## config.mk

```make
export PLATFORM = sky130hd
export DESIGN_NAME = hazard_fwd_ctrl
export DESIGN_NICKNAME = d
export VERILOG_FILES = /design/src/rtl/hazard_fwd_ctrl.sv
export SDC_FILE = /design/constraint.sdc
export NUM_CORES = 1
export LEC_CHECK = 0
export BUFFER_PORTS_ARGS = -buffer_cell sky130_fd_sc_hd__buf_2
export CORE_ASPECT_RATIO = 0.6
export CORE_MARGIN = 2
export CORE_UTILIZATION = 27
export CTS_CLUSTER_SIZE = 40
export DETAILED_ROUTE_END_ITERATION = 12
export PLACE_DENSITY = 0.45
export SYNTH_ARGS = -nofsm -noshare
export SYNTH_HDL_FRONTEND = slang
export SYNTH_SLANG_ARGS = --single-unit
```

## constraint.sdc

```tcl
create_clock -name clk_i -period 2.1 [get_ports clk_i]
set_clock_uncertainty 0.15 [all_clocks]
set_input_delay 0.21 -clock clk_i [delete_from_list [all_inputs] [get_ports clk_i]]
set_output_delay 0.21 -clock clk_i [all_outputs]
set_load 0.02 [all_outputs]
```

## src/rtl/hazard_fwd_ctrl.sv

```systemverilog
// Hazard detection and forwarding control for a 5-stage in-order pipeline with
// ID-stage branch resolution and a multi-cycle data memory that freezes the pipe.
module hazard_fwd_ctrl #(
  parameter int REG_ADDR_W = 5,
  parameter int MEM_LAT    = 1
) (
  input  logic                  clk_i,
  input  logic                  rst_i,
  input  logic                  start_i,
  input  logic [REG_ADDR_W-1:0] id_rs1_i,
  input  logic [REG_ADDR_W-1:0] id_rs2_i,
  input  logic [REG_ADDR_W-1:0] id_rd_i,
  input  logic                  id_use_rs1_i,
  input  logic                  id_use_rs2_i,
  input  logic                  id_regwrite_i,
  input  logic                  id_memread_i,
  input  logic                  id_memwrite_i,
  input  logic                  id_branch_i,
  input  logic                  branch_eq_i,
  output logic                  pc_write_o,
  output logic                  if_id_write_o,
  output logic                  id_bubble_o,
  output logic                  if_flush_o,
  output logic [1:0]            fwd_a_o,
  output logic [1:0]            fwd_b_o,
  output logic [1:0]            fwd_br1_o,
  output logic [1:0]            fwd_br2_o,
  output logic                  mem_busy_o,
  output logic [REG_ADDR_W-1:0] memwb_rd_o,
  output logic                  memwb_regwrite_o
);

  typedef struct packed {
    logic                  valid;
    logic [REG_ADDR_W-1:0] rd;
    logic                  regwrite;
    logic                  memread;
    logic                  memaccess;
  } entry_t;

  localparam int IDEX  = 0;
  localparam int EXMEM = 1;
  localparam int MEMWB = 2;

  entry_t                pipe_reg [3];
  logic [REG_ADDR_W-1:0] src1_reg;
  logic [REG_ADDR_W-1:0] src2_reg;
  logic                  use1_reg;
  logic                  use2_reg;
  logic                  freeze;
  logic                  load_use;
  logic                  branch_stall;
  logic                  stall;

  function automatic logic hit(input entry_t e, input logic [REG_ADDR_W-1:0] src,
                               input logic use_src);
    return use_src && e.valid && e.regwrite && (e.rd != '0) && (e.rd == src);
  endfunction

  // no_load: a load still in EX/MEM cannot feed the ID-stage comparator
  function automatic logic [1:0] sel(input entry_t exmem, input entry_t memwb,
                                     input logic [REG_ADDR_W-1:0] src,
                                     input logic use_src, input logic no_load);
    if (hit(exmem, src, use_src) && !(no_load && exmem.memread)) return 2'b10;
    if (hit(memwb, src, use_src)) return 2'b01;
    return 2'b00;
  endfunction

  generate
    if (MEM_LAT > 1) begin : g_lat
      localparam int CNT_W = $clog2(MEM_LAT);
      logic [CNT_W-1:0] cnt_reg;

      always_ff @(posedge clk_i or posedge rst_i) begin
        if (rst_i) begin
          cnt_reg <= '0;
        end else if (cnt_reg != '0) begin
          cnt_reg <= cnt_reg - 1'b1;
        end else if (pipe_reg[IDEX].valid && pipe_reg[IDEX].memaccess) begin
          cnt_reg <= CNT_W'(MEM_LAT - 1);
        end
      end

      assign freeze = (cnt_reg != '0);
    end else begin : g_nolat
      assign freeze = 1'b0;
    end
  endgenerate

  always_comb begin
    load_use = pipe_reg[IDEX].memread &&
               (hit(pipe_reg[IDEX], id_rs1_i, id_use_rs1_i) ||
                hit(pipe_reg[IDEX], id_rs2_i, id_use_rs2_i));
    branch_stall = id_branch_i &&
                   (hit(pipe_reg[IDEX], id_rs1_i, id_use_rs1_i) ||
                    hit(pipe_reg[IDEX], id_rs2_i, id_use_rs2_i) ||
                    (pipe_reg[EXMEM].memread &&
                     (hit(pipe_reg[EXMEM], id_rs1_i, id_use_rs1_i) ||
                      hit(pipe_reg[EXMEM], id_rs2_i, id_use_rs2_i))));
    stall = load_use || branch_stall;
  end

  always_ff @(posedge clk_i or posedge rst_i) begin
    if (rst_i) begin
      for (int i = 0; i < 3; i++) pipe_reg[i] <= '0;
      src1_reg <= '0;
      src2_reg <= '0;
      use1_reg <= 1'b0;
      use2_reg <= 1'b0;
    end else if (!freeze) begin
      pipe_reg[MEMWB] <= pipe_reg[EXMEM];
      pipe_reg[EXMEM] <= pipe_reg[IDEX];
      src1_reg        <= id_rs1_i;
      src2_reg        <= id_rs2_i;
      if (stall || !start_i) begin
        pipe_reg[IDEX] <= '0;
        use1_reg       <= 1'b0;
        use2_reg       <= 1'b0;
      end else begin
        pipe_reg[IDEX].valid     <= 1'b1;
        pipe_reg[IDEX].rd        <= id_rd_i;
        pipe_reg[IDEX].regwrite  <= id_regwrite_i;
        pipe_reg[IDEX].memread   <= id_memread_i;
        pipe_reg[IDEX].memaccess <= id_memread_i || id_memwrite_i;
        use1_reg                 <= id_use_rs1_i;
        use2_reg                 <= id_use_rs2_i;
      end
    end
  end

  // Priority: freeze over stall over flush; reset only lets start_i through
  always_comb begin
    pc_write_o    = start_i;
    if_id_write_o = start_i;
    id_bubble_o   = 1'b0;
    if_flush_o    = 1'b0;
    if (!rst_i) begin
      if (freeze) begin
        pc_write_o    = 1'b0;
        if_id_write_o = 1'b0;
      end else if (stall) begin
        pc_write_o    = 1'b0;
        if_id_write_o = 1'b0;
        id_bubble_o   = 1'b1;
      end else if (id_branch_i && branch_eq_i) begin
        if_flush_o = 1'b1;
      end
    end
  end

  assign fwd_a_o          = sel(pipe_reg[EXMEM], pipe_reg[MEMWB], src1_reg, use1_reg, 1'b0);
  assign fwd_b_o          = sel(pipe_reg[EXMEM], pipe_reg[MEMWB], src2_reg, use2_reg, 1'b0);
  assign fwd_br1_o        = sel(pipe_reg[EXMEM], pipe_reg[MEMWB], id_rs1_i, id_use_rs1_i, 1'b1);
  assign fwd_br2_o        = sel(pipe_reg[EXMEM], pipe_reg[MEMWB], id_rs2_i, id_use_rs2_i, 1'b1);
  assign mem_busy_o       = freeze;
  assign memwb_rd_o       = pipe_reg[MEMWB].rd;
  assign memwb_regwrite_o = pipe_reg[MEMWB].valid && pipe_reg[MEMWB].regwrite;

endmodule

```

# Word level (Yosys, flattened, before mapping)
# Cells that the tools add are included.
[word_totals]
inputBits = 25
output_inout_bits = 19
regBits = 35
[op_classes]
n_reduce_logical = 58
n_eq_ne = 10
muxes = 38
[op_table]
columns = ["cell", "count"]
rows = [
  ["$eq 5x5->1", 10],
  ["$logic_and 1x1->1", 47],
  ["$mux 2", 16],
  ["$mux 1", 21],
  ["$reduce_bool 5->1", 3],
  ["$mux 9", 1],
  ["$logic_or 1x1->1", 6],
  ["$logic_not 1->1", 2],
]

# Depth between registers and ports, before layout
# Gate-level depths: netlist of the first run.
[logic_depth]
word_depth = 11
mapped_depth = 7

# Worst setup path before layout of the first run
# Ideal clock, no wire load.
[synth_path]
path_type = "register to output"
from = "register pipe_reg[13] (netlist bit)"
to = "output if_flush_o"
path_slack_ps = -372
arrival_time_ps = 2112
path_stages_with_launch = 7
path_cell_list = "dfrtp_1 -> buf_6 -> or4_4 -> o211ai_4 -> or2_2 -> a21oi_2 -> nor4_1"
[synth_between]
elab_chain_len = 10
elab_cells_between_ends = 14
classes_between = "2 x eq/ne; 2 x mux; 10 x reduce/logical"
[synth_lines]
columns = ["item", "line_no", "text"]
rows = [
  ["start: declaration", "45", "entry_t pipe_reg [3];"],
  ["start signal: indexed assignment", "111", "pipe_reg[MEMWB] <= pipe_reg[EXMEM];"],
  ["start signal: indexed assignment", "112", "pipe_reg[EXMEM] <= pipe_reg[IDEX];"],
  ["$reduce_bool 5->1", "57", "return use_src && e.valid && e.regwrite && (e.rd != '0) && (e.rd == src);"],
  ["$logic_and 1x1->1 (2 in a row)", "57", ""],
  ["$logic_or 1x1->1 (*)", "98", "(hit(pipe_reg[EXMEM], id_rs1_i, id_use_rs1_i) ||"],
  ["$logic_and 1x1->1 (*)", "97", "(pipe_reg[EXMEM].memread &&"],
  ["$logic_or 1x1->1 (*)", "96", "hit(pipe_reg[IDEX], id_rs2_i, id_use_rs2_i) ||"],
  ["$logic_and 1x1->1 (*)", "94", "branch_stall = id_branch_i &&"],
  ["$logic_or 1x1->1 (*)", "100", "stall = load_use || branch_stall;"],
  ["$mux 1 (*)", "141", "end else if (stall) begin"],
  ["$mux 1 (*)", "137", "if (!rst_i) begin"],
  ["end: declaration", "23", "output logic if_flush_o,"],
]
# Mark *: on every way between the ends. The rest lies on a longest branch, timed or not.

# Final worst setup path of the first run
[layout_path]
from = "register pipe_reg[14] (netlist bit)"
to = "output pc_write_o"
[layout_between]
elab_chain_len = 10
elab_cells_between_ends = 14
classes_between = "2 x eq/ne; 2 x mux; 10 x reduce/logical"
[layout_lines]
columns = ["item", "line_no", "text"]
rows = [
  ["$reduce_bool 5->1", "57", ""],
  ["$logic_and 1x1->1 (2 in a row)", "57", ""],
  ["$logic_or 1x1->1 (*)", "98", ""],
  ["$logic_and 1x1->1 (*)", "97", ""],
  ["$logic_or 1x1->1 (*)", "96", ""],
  ["$logic_and 1x1->1 (*)", "94", ""],
  ["$logic_or 1x1->1 (*)", "100", ""],
  ["$mux 1 (*)", "141", ""],
  ["$mux 1 (*)", "137", ""],
  ["end: declaration", "20", "output logic pc_write_o,"],
]
# Marks and branches as above.

==> results of run 1 <==
## final cells by class
| cell class | instances | area share (%) |
|---|---|---|
| well taps | 87 | 4.207 |
| repair buffers | 69 | 18.47 |
| flip-flops and latches | 35 | 34.09 |
| clock buffers | 8 | 6.044 |
| inverters | 1 | 0.1451 |
| multi-input cells | 116 | 37.04 |
## cell families after synthesis
logic type,count (synthesis),share of synthesized area (%)
AND/OR/NAND/NOR,59,19.45
XOR/XNOR,50,23.55
buffers and inverters,21,6.527
flip-flops,35,47.11
AO/OA/AOI/OAI,6,3.163
other,1,0.2017
## path summary, 6_finish.rpt
kind	startpoint	cells after the start	endpoint	slack [ns]
max in group asynchronous	rst_i	4	pipe_reg[21]$_DFF_PP0_	0.97
worst max-delay path	pipe_reg[14]$_DFF_PP0_	6	pc_write_o	-0.25
worst min register to register	pipe_reg[19]$_DFF_PP0_	0	pipe_reg[10]$_DFF_PP0_	0.25
worst max register to register	pipe_reg[16]$_DFF_PP0_	7	use2_reg$_DFF_PP0_	0.08
min in group asynchronous	rst_i	4	pipe_reg[19]$_DFF_PP0_	0.48
worst min-delay path	id_rd_i[2]	3	pipe_reg[23]$_DFF_PP0_	0.02
## cell usage in the layout, fill, tap and decap left out, drive strengths merged
cell type     n
nor3         17
or4           3
o22ai         1
buf          60
inv           1
o21ai         1
nand2        14
xnor2        26
nor4          7
nor2          1
xor2         24
nand4         6
clkbuf        8
nand3         6
o211ai        1
nor3b         1
or3           1
or2           1
dfrtp        35
and2          1
o22a          1
dlygate4sd3   9
and3          1
a211o         1
conb          1
a21oi         1
## through the flow
step | std cells | utilization [%]
3_5_place_dp | 297 | 33.45
2_1_floorplan | 172 | -
3_3_place_gp | 297 | 33.45
6_report | 316 | 38.76
5_1_grt | 316 | 38.76
4_1_cts | 315 | 38.04
## worst min-delay path, delay by kind of cell
family	cells	cell delay, ns
AND/OR/NAND/NOR	2	0.11
buffers and inverters	1	0.09
## what timing repair did
item,4_1_cts,5_1_grt
pin swaps,6,4
hold endpoints to repair,43,0
setup buffers,1,1
hold buffers,9,0
gates resized for setup,18,11
endpoints found under the setup margin,12,22
## power groups by stage
stage                     clock network, mW  logic, mW  registers [mW]
after floorplan                           0      0.164           0.743
after global placement                    0      0.234           0.762
after detailed placement                  0      0.234           0.762
after CTS                             0.767      0.256           0.751
after global routing                  0.788      0.284           0.759
final                                 0.746      0.257           0.753
## metal layers
| metal | part of all wire, % | track usage, % | routed length [um] | up-vias |
|---|---|---|---|---|
| met4 | 0.65 | 3.241 | 31 | 0 |
| met1 | 53 | 19.68 | 2520 | 657 |
| li1 | - | - | - | 682 |
| met5 | 0 | 0 | 0 | - |
| met2 | 43 | 20.40 | 2049 | 24 |
| met3 | 3.1 | 2.923 | 145 | 5 |
==> flow_summary.json, run 1 <==
{
  "yosysMostFrequentCell": "dfrtp_1",
  "final.setup.tns_ns": -1.904,
  "setup_violations": 12,
  "worstPathMaxFanout": 4,
  "syn_nets": 197,
  "grt_pass1_wl_mm": 7.603,
  "pre_cts_slack_ns": -0.02718,
  "drv_cap": 0,
  "antenna_found_initial": 0,
  "post-dp-hpwl_mm": 3.692,
  "crit_slowest_cell": "or4_4",
  "seqPwrFrac_pct": 42.9,
  "n_fill_cell": 680,
  "routedWlPerCell_um": 15.02,
  "ir_drop_mv": 0.2627,
  "die_w_um": 111.1,
  "nets": 253,
  "power_density_nw_per_um2": 678.6,
  "first_pass_iters": 4,
  "antenna-diode-count": 0,
  "setup.worst_path.class": "flip-flop to output port",
  "cts_max_level": 2,
  "hp-class": "primary input to flip-flop",
  "clk_latency_ns": 0.27,
  "die_h_um": 68.28,
  "largest_register_ffs": 18,
  "syn2layout_area_growth_pct": 39.17,
  "final_cell_area_um2": 2587,
  "synth_edf_count": 0,
  "dpl_cell_area_um2": 2233,
  "yosys.area.top_type": "dfrtp_1",
  "critical_path_required_ns": 1.74,
  "p_leak_nw": 1.152,
  "initial_core_util_pct": 27.85,
  "power_frac_clock_pct": 42.5,
  "wirelength_mm": 4.747,
  "ys_top_cells_by_count": "dfrtp_1 (35), xnor2_1 (26), xor2_1 (24)",
  "hold_viol": 0,
  "cp-end-kind": "output port",
  "synth_top_area_share_pct": 47.11,
  "synth-seq-cells": 35,
  "internal-power_mw": 1.342,
  "ys_seq_area_share_pct": 47.11,
  "grt_max_degree": 36,
  "clock_sinks": 35,
  "ys.flop_type": "dfrtp_1",
  "worst_setup_path_start_kind": "flip-flop",
  "hold_slack_ns": 0.01892,
  "p_switching_uw": 413.8,
  "power_frac_comb_pct": 14.6,
  "via_per_inst": 4.329,
  "grt_use_total_pct": 13.45,
  "syn-cell-area_um2": 1859,
  "status": "complete, but fails checks",
  "fin_crit_sh_pct": 111.8,
  "cts_tree": "built",
  "cp_num_buf_inv": 1,
  "synth_area_per_cell_um2": 10.81,
  "globalplace.congestion": 0.7022,
  "ios": 44,
  "violations": "negative setup slack",
  "grt_overflow_total": 0,
  "drive_gt1_share_pct": 43.67,
  "clk_path_buf_depth": 2,
  "ys_types": 30,
  "cts_made_buffers": 5,
  "coreArea_um2": 6676,
  "rsz0062_at_grt": "true",
  "grt_pass1_vias": 1398,
  "clockRootBuffer": "clkbuf_16",
  "critPathMaxStageDelay_ns": 0.54,
  "period_minus_slack_ns": 2.347,
  "crit_path_cell_trace": "or4_4 -> o211ai_4 -> or2_4 -> a211o_1 -> and3_4 -> buf_4",
  "cts.clk_slew.worst_paths_ns": 0.05,
  "syn_inst": 172,
  "rows": 23,
  "synthTopCellsByArea": "dfrtp_1 (47%), xnor2_1 (12%), xor2_1 (11%)",
  "die-area_um2": 7588,
  "swShare_pct": 23.56,
  "multi_input_area_um2": 958.4,
  "total_power_mw": 1.756,
  "ant_nets": 0,
  "crit_arrival_ns": 1.99,
  "critPathTopFamily": "simple AND/OR/NAND/NOR gates",
  "ys_warn_count": 0,
  "drt_iter0_drc": 47,
  "seq_area_um2": 882.1,
  "buffer_ports.inserted": 41,
  "drv_slew": 0,
  "drc": 0,
  "max_freq_ghz": 0.4260,
  "synthArstFlopShare_pct": 100.0,
  "vias": 1368,
  "worst_slack_ns": -0.2473
}
Note: power is estimated with default switching activity, not from simulation.
==> run 2: changes to the inputs <==
==> constraint.sdc (replaced) <==
create_clock -name clk_i -period 2.1 [get_ports clk_i]
set_clock_uncertainty 0.15 [all_clocks]
set_input_delay 0.105 -clock clk_i [delete_from_list [all_inputs] [get_ports clk_i]]
set_output_delay 0.105 -clock clk_i [all_outputs]
set_load 0.02 [all_outputs]
==> flow_summary.json, run 2 (synthesis gave the netlist of run 1 again) <==
{
  "status": "complete, but fails checks",
  "violations": "negative setup slack",
  "stdcell_count": 329,
  "swShare_pct": 24.65,
  "seqPwrFrac_pct": 44.1,
  "grt_pass1_vias": 1486,
  "nets": 266,
  "ant_nets": 0,
  "n_fill_cell": 668,
  "period_minus_slack_ns": 2.261,
  "cts_made_buffers": 5,
  "buffer_ports.inserted": 41,
  "largest_register_ffs": 18,
  "drive_gt1_share_pct": 37.19,
  "hp-class": "primary input to flip-flop",
  "critical_path_required_ns": 1.85,
  "cts_max_level": 2,
  "drv_cap": 0,
  "grt_max_degree": 14,
  "crit_slowest_cell": "or4_4",
  "routedWlPerCell_um": 14.67,
  "final_cell_area_um2": 2630,
  "rsz0062_at_grt": "true",
  "die-area_um2": 7588,
  "grt_pass1_wl_mm": 7.797,
  "clk_path_buf_depth": 2,
  "cp-end-kind": "output port",
  "post-dp-hpwl_mm": 3.703,
  "antenna-diode-count": 0,
  "critPathMaxStageDelay_ns": 0.54,
  "max_freq_ghz": 0.4422,
  "coreArea_um2": 6676,
  "rows": 23,
  "power_density_nw_per_um2": 648.5,
  "crit_path_cell_trace": "or4_4 -> o211ai_4 -> or2_4 -> a21oi_2 -> nor4_2 -> buf_2",
  "ios": 44,
  "drv_slew": 0,
  "globalplace.congestion": 0.7806,
  "clk_latency_ns": 0.27,
  "antenna_found_initial": 0,
  "syn2layout_area_growth_pct": 41.45,
  "p_leak_nw": 1.189,
  "power_frac_comb_pct": 15.5,
  "drc": 0,
  "via_per_inst": 4.359,
  "worstPathMaxFanout": 4,
  "layout_common_cells": "buf_2 (34), dfrtp_1 (34), xnor2_1 (26), xor2_1 (24), buf_4 (24)",
  "cts.clk_slew.worst_paths_ns": 0.05,
  "clock_sinks": 35,
  "initial_core_util_pct": 27.85,
  "clockRootBuffer": "clkbuf_16",
  "power_frac_clock_pct": 40.4,
  "pre_cts_slack_ns": 0.07230,
  "dpl_cell_area_um2": 2195,
  "grt_use_total_pct": 13.91,
  "ir_drop_mv": 0.2790,
  "first_pass_iters": 4,
  "crit_arrival_ns": 2.01,
  "die_h_um": 68.28,
  "setup.worst_path.class": "flip-flop to output port",
  "grt_overflow_total": 0,
  "hold_viol": 0,
  "internal-power_mw": 1.285,
  "die_w_um": 111.1,
  "cts_tree": "built",
  "fin_crit_sh_pct": 107.7,
  "vias": 1434,
  "worst_slack_ns": -0.1614,
  "drt_iter0_drc": 36,
  "wirelength_mm": 4.825,
  "setup_violations": 8,
  "p_switching_uw": 420.4,
  "dp_cells": 294,
  "worst_setup_path_start_kind": "flip-flop"
}
run 2: cell count changes in the layout (fill, tap and decap cells not counted), moves of 3 or more:
cell           delta
nor3_1            +3
dfrtp_1           +4
dlygate4sd3_1    +11
buf_2             +3
dfrtp_2           -4
run 2: area by class of cell:
class | count | area (um2) | area share (%)
Clock buffer | 7 | 132.6 | 5.043
Multi-Input combinational cell | 116 | 898.4 | 34.16
Clock inverter | 1 | 5.005 | 0.1903
Timing Repair Buffer | 82 | 604.3 | 22.98
Tap cell | 87 | 108.9 | 4.139
Inverter | 1 | 3.754 | 0.1427
Sequential cell | 35 | 877.1 | 33.35
run 2: critical path: cells and delay by family (launching register included):
family	cells	cell delay (ns)
flops	1	0.43
compound gates	2	0.22
buf+inv	1	0.20
simple gates	3	0.89
run 2: what timing repair did:
| action | 4_1_cts | 5_1_grt |
|---|---|---|
| endpoints found under the setup margin | 10 | 12 |
| pin swaps | 4 | 1 |
| endpoints found under the hold margin | 30 | 0 |
| buffers inserted | 5 | 2 |
| hold buffers | 20 | 0 |
| gates resized for setup | 15 | 1 |
run 2: through the flow:
| stage | setup TNS, ns | total power [mW] | utilization, % | hold slack, ns |
|---|---|---|---|---|
| global placement | 0 | 0.9889 | 32.87 | 0.03828 |
| global route | -2.154 | 1.781 | 39.39 | 0.01259 |
| CTS | -1.210 | 1.724 | 39.13 | 0.003261 |
| detailed placement | 0 | 0.9890 | 32.87 | 0.03963 |
| finish | -1.096 | 1.705 | 39.39 | 0.001508 |
| floorplan | -0.1972 | 0.9045 | - | -0.01357 |
run 2: path summary, 6_finish.rpt:
check / startpoint / to / slack [ns] / depth (start not counted)
setup / recovery: pipe_reg[16]$_DFF_PP0_ / if_flush_o / -0.16 / 6
hold / removal: start_i / pipe_reg[19]$_DFF_PP0_ / 0.002 / 3
setup reg to reg: pipe_reg[16]$_DFF_PP0_ / use1_reg$_DFF_PP0_ / 0.12 / 6
hold reg to reg: pipe_reg[19]$_DFF_PP0_ / pipe_reg[10]$_DFF_PP0_ / 0.25 / 0
max in group asynchronous: rst_i / memwb_rd_o[3]$_DFF_PP0_ / 0.96 / 4
min in group asynchronous: rst_i / pipe_reg[10]$_DFF_PP0_ / 0.28 / 3
run 2: layer usage:
metal  GRT usage (%)  routed length (um)  vias up
met5               0                   0        -
met1           19.42                2507      688
li1                -                   -      707
met3           3.720                 213        7
met2           20.94                2045       32
met4           5.093                  59        0
run 2: power by group through the flow:
stage	registers [mW]	logic [mW]	clock network, mW
floorplan	0.742	0.162	0
global placement	0.765	0.224	0
detailed placement	0.764	0.225	0
CTS	0.753	0.264	0.707
global route	0.757	0.291	0.732
finish	0.752	0.264	0.689
==> run 3: changes to the inputs <==
Settings changed: CORE_MARGIN 2 to 10, PLACE_DENSITY 0.45 to 0.44.
Clock period 2.1 ns to 2.16 ns, I/O delays scaled along.
==> flow_summary.json, run 3 (synthesis gave the netlist of run 1 again) <==
{
  "cp-end-kind": "output port",
  "via_per_inst": 4.333,
  "ios": 44,
  "critical_path_required_ns": 1.90,
  "hold_viol": 0,
  "seq_area_um2": 877.1,
  "worst_slack_ns": -0.1173,
  "power_density_nw_per_um2": 619.2,
  "clk_path_buf_depth": 2,
  "first_pass_iters": 4,
  "grt_pass1_vias": 1600,
  "wirelength_mm": 5.220,
  "hold_slack_ns": 0.009014,
  "crit_path_cell_trace": "or4_4 -> o211ai_4 -> or2_4 -> a21oi_2 -> nor4_2 -> buf_4",
  "setup_violations": 7,
  "die-area_um2": 10710,
  "n_fill_cell": 656,
  "status": "complete, but fails checks",
  "coreArea_um2": 6676,
  "clockRootBuffer": "clkbuf_16",
  "setup.worst_path.class": "flip-flop to output port",
  "drt_iter0_drc": 43,
  "post-dp-hpwl_mm": 3.931,
  "grt_overflow_total": 0,
  "largest_register_ffs": 18,
  "grt_max_degree": 36,
  "hp-start": "start_i",
  "ir_drop_mv": 0.2563,
  "initial_core_util_pct": 27.85,
  "worstPathMaxFanout": 4,
  "buffer_ports.inserted": 41,
  "layout_common_cells": "dfrtp_1 (34), buf_2 (31), xnor2_1 (26), xor2_1 (24), dlygate4sd3_1 (20)",
  "fin_crit_sh_pct": 105.4,
  "max_freq_ghz": 0.4391,
  "r2r_start": "pipe_reg[14]$_DFF_PP0_",
  "grt_pass1_wl_mm": 8.680,
  "violations": "negative setup slack",
  "pre_cts_slack_ns": 0.1595,
  "routedWlPerCell_um": 16.26,
  "ant_nets": 0,
  "rsz0062_at_grt": "true",
  "critPathMaxStageDelay_ns": 0.55,
  "vias": 1391,
  "rows": 23,
  "drv_slew": 0,
  "antenna_found_initial": 0,
  "cts.clk_slew.worst_paths_ns": 0.05,
  "tightestPinTransition_ns": 0.5016,
  "cts_tree": "built",
  "crit_arrival_ns": 2.02,
  "globalplace.congestion": 0.7720,
  "drv_cap": 0,
  "hp-class": "primary input to flip-flop",
  "drc": 0,
  "p_leak_nw": 1.168,
  "syn2layout_area_growth_pct": 41.72,
  "antenna-diode-count": 0,
  "worst_setup_path_start_kind": "flip-flop",
  "drive_gt1_share_pct": 37.18,
  "nets": 260,
  "die_w_um": 127.1,
  "die_h_um": 84.28,
  "crit_slowest_cell": "or4_4",
  "multi_input_area_um2": 934.6,
  "critPathTopFamily": "simple AND/OR/NAND/NOR gates",
  "clk_latency_ns": 0.27,
  "final_common_cell": "dfrtp_1",
  "final.setup.tns_ns": -0.5267,
  "cts_made_buffers": 5,
  "grt_use_total_pct": 10.11,
  "max_slew_margin_pct": 66.25,
  "cp_num_buf_inv": 1,
  "period_minus_slack_ns": 2.277,
  "clock_sinks": 35,
  "crit_start": "pipe_reg[14]$_DFF_PP0_",
  "cts_max_level": 2
}
## run 3: area by class of cell
| cell class | instances | share of cell area (%) |
|---|---|---|
| flip-flops and latches | 35 | 33.29 |
| well taps | 87 | 4.131 |
| repair buffers | 76 | 22.08 |
| inverters | 1 | 0.1424 |
| multi-input cells | 116 | 35.47 |
| clock buffers | 6 | 4.891 |
## run 3: metal layers
metal,part of all wire (%),track usage [%],wire length [um],vias up
met3,2.4,2.134,125,7
met2,44,14.35,2278,27
met1,52,14.23,2718,662
met5,0,0,0,-
li1,-,-,-,695
met4,1.9,4.428,97,0
## run 3: through the flow
step	instance area (um2)	total power, mW	cells	util, %
5_1_grt	2635	1.716	321	39.47
3_5_place_dp	2183	0.9588	293	32.70
2_1_floorplan	1877	0.8787	172	-
6_report	2635	1.631	321	39.47
3_3_place_gp	2183	0.9587	293	32.70
4_1_cts	2559	1.647	321	38.32
## run 3: worst reg2reg max path: stages (launching register included)
cell and delay (ns):
dfrtp_1 0.42, buf_4 0.15, xor2_1 0.13, nor4_1 0.19, nand3_1 0.19, buf_6 0.17, a21oi_2 0.23, buf_12 0.18
nor3_2 0.06
## run 3: report_power, final
group	internal, mW	switching [mW]	leakage [nW]
clock network	0.413	0.231	0.0628
logic	0.130	0.124	0.672
registers	0.691	0.0432	0.434
## run 3: path summary, 6_finish.rpt
check                           cells past startpoint                      to  slack [ns]
worst min register to register                      0  pipe_reg[10]$_DFF_PP0_        0.24
worst max register to register                      8      use1_reg$_DFF_PP0_        0.17
worst max-delay path                                6              if_flush_o       -0.12
min in group asynchronous                           4   pipe_reg[8]$_DFF_PP0_        0.37
max in group asynchronous                           4  pipe_reg[16]$_DFF_PP0_        1.15
worst min-delay path                                3  pipe_reg[21]$_DFF_PP0_       0.009
## run 3: repair_timing
item,in CTS,in global routing
resized for setup,11,19
buffers inserted,2,0
hold buffers,20,0
endpoints found under the hold margin,54,0
pin swaps,5,6
setup endpoints to repair,10,11
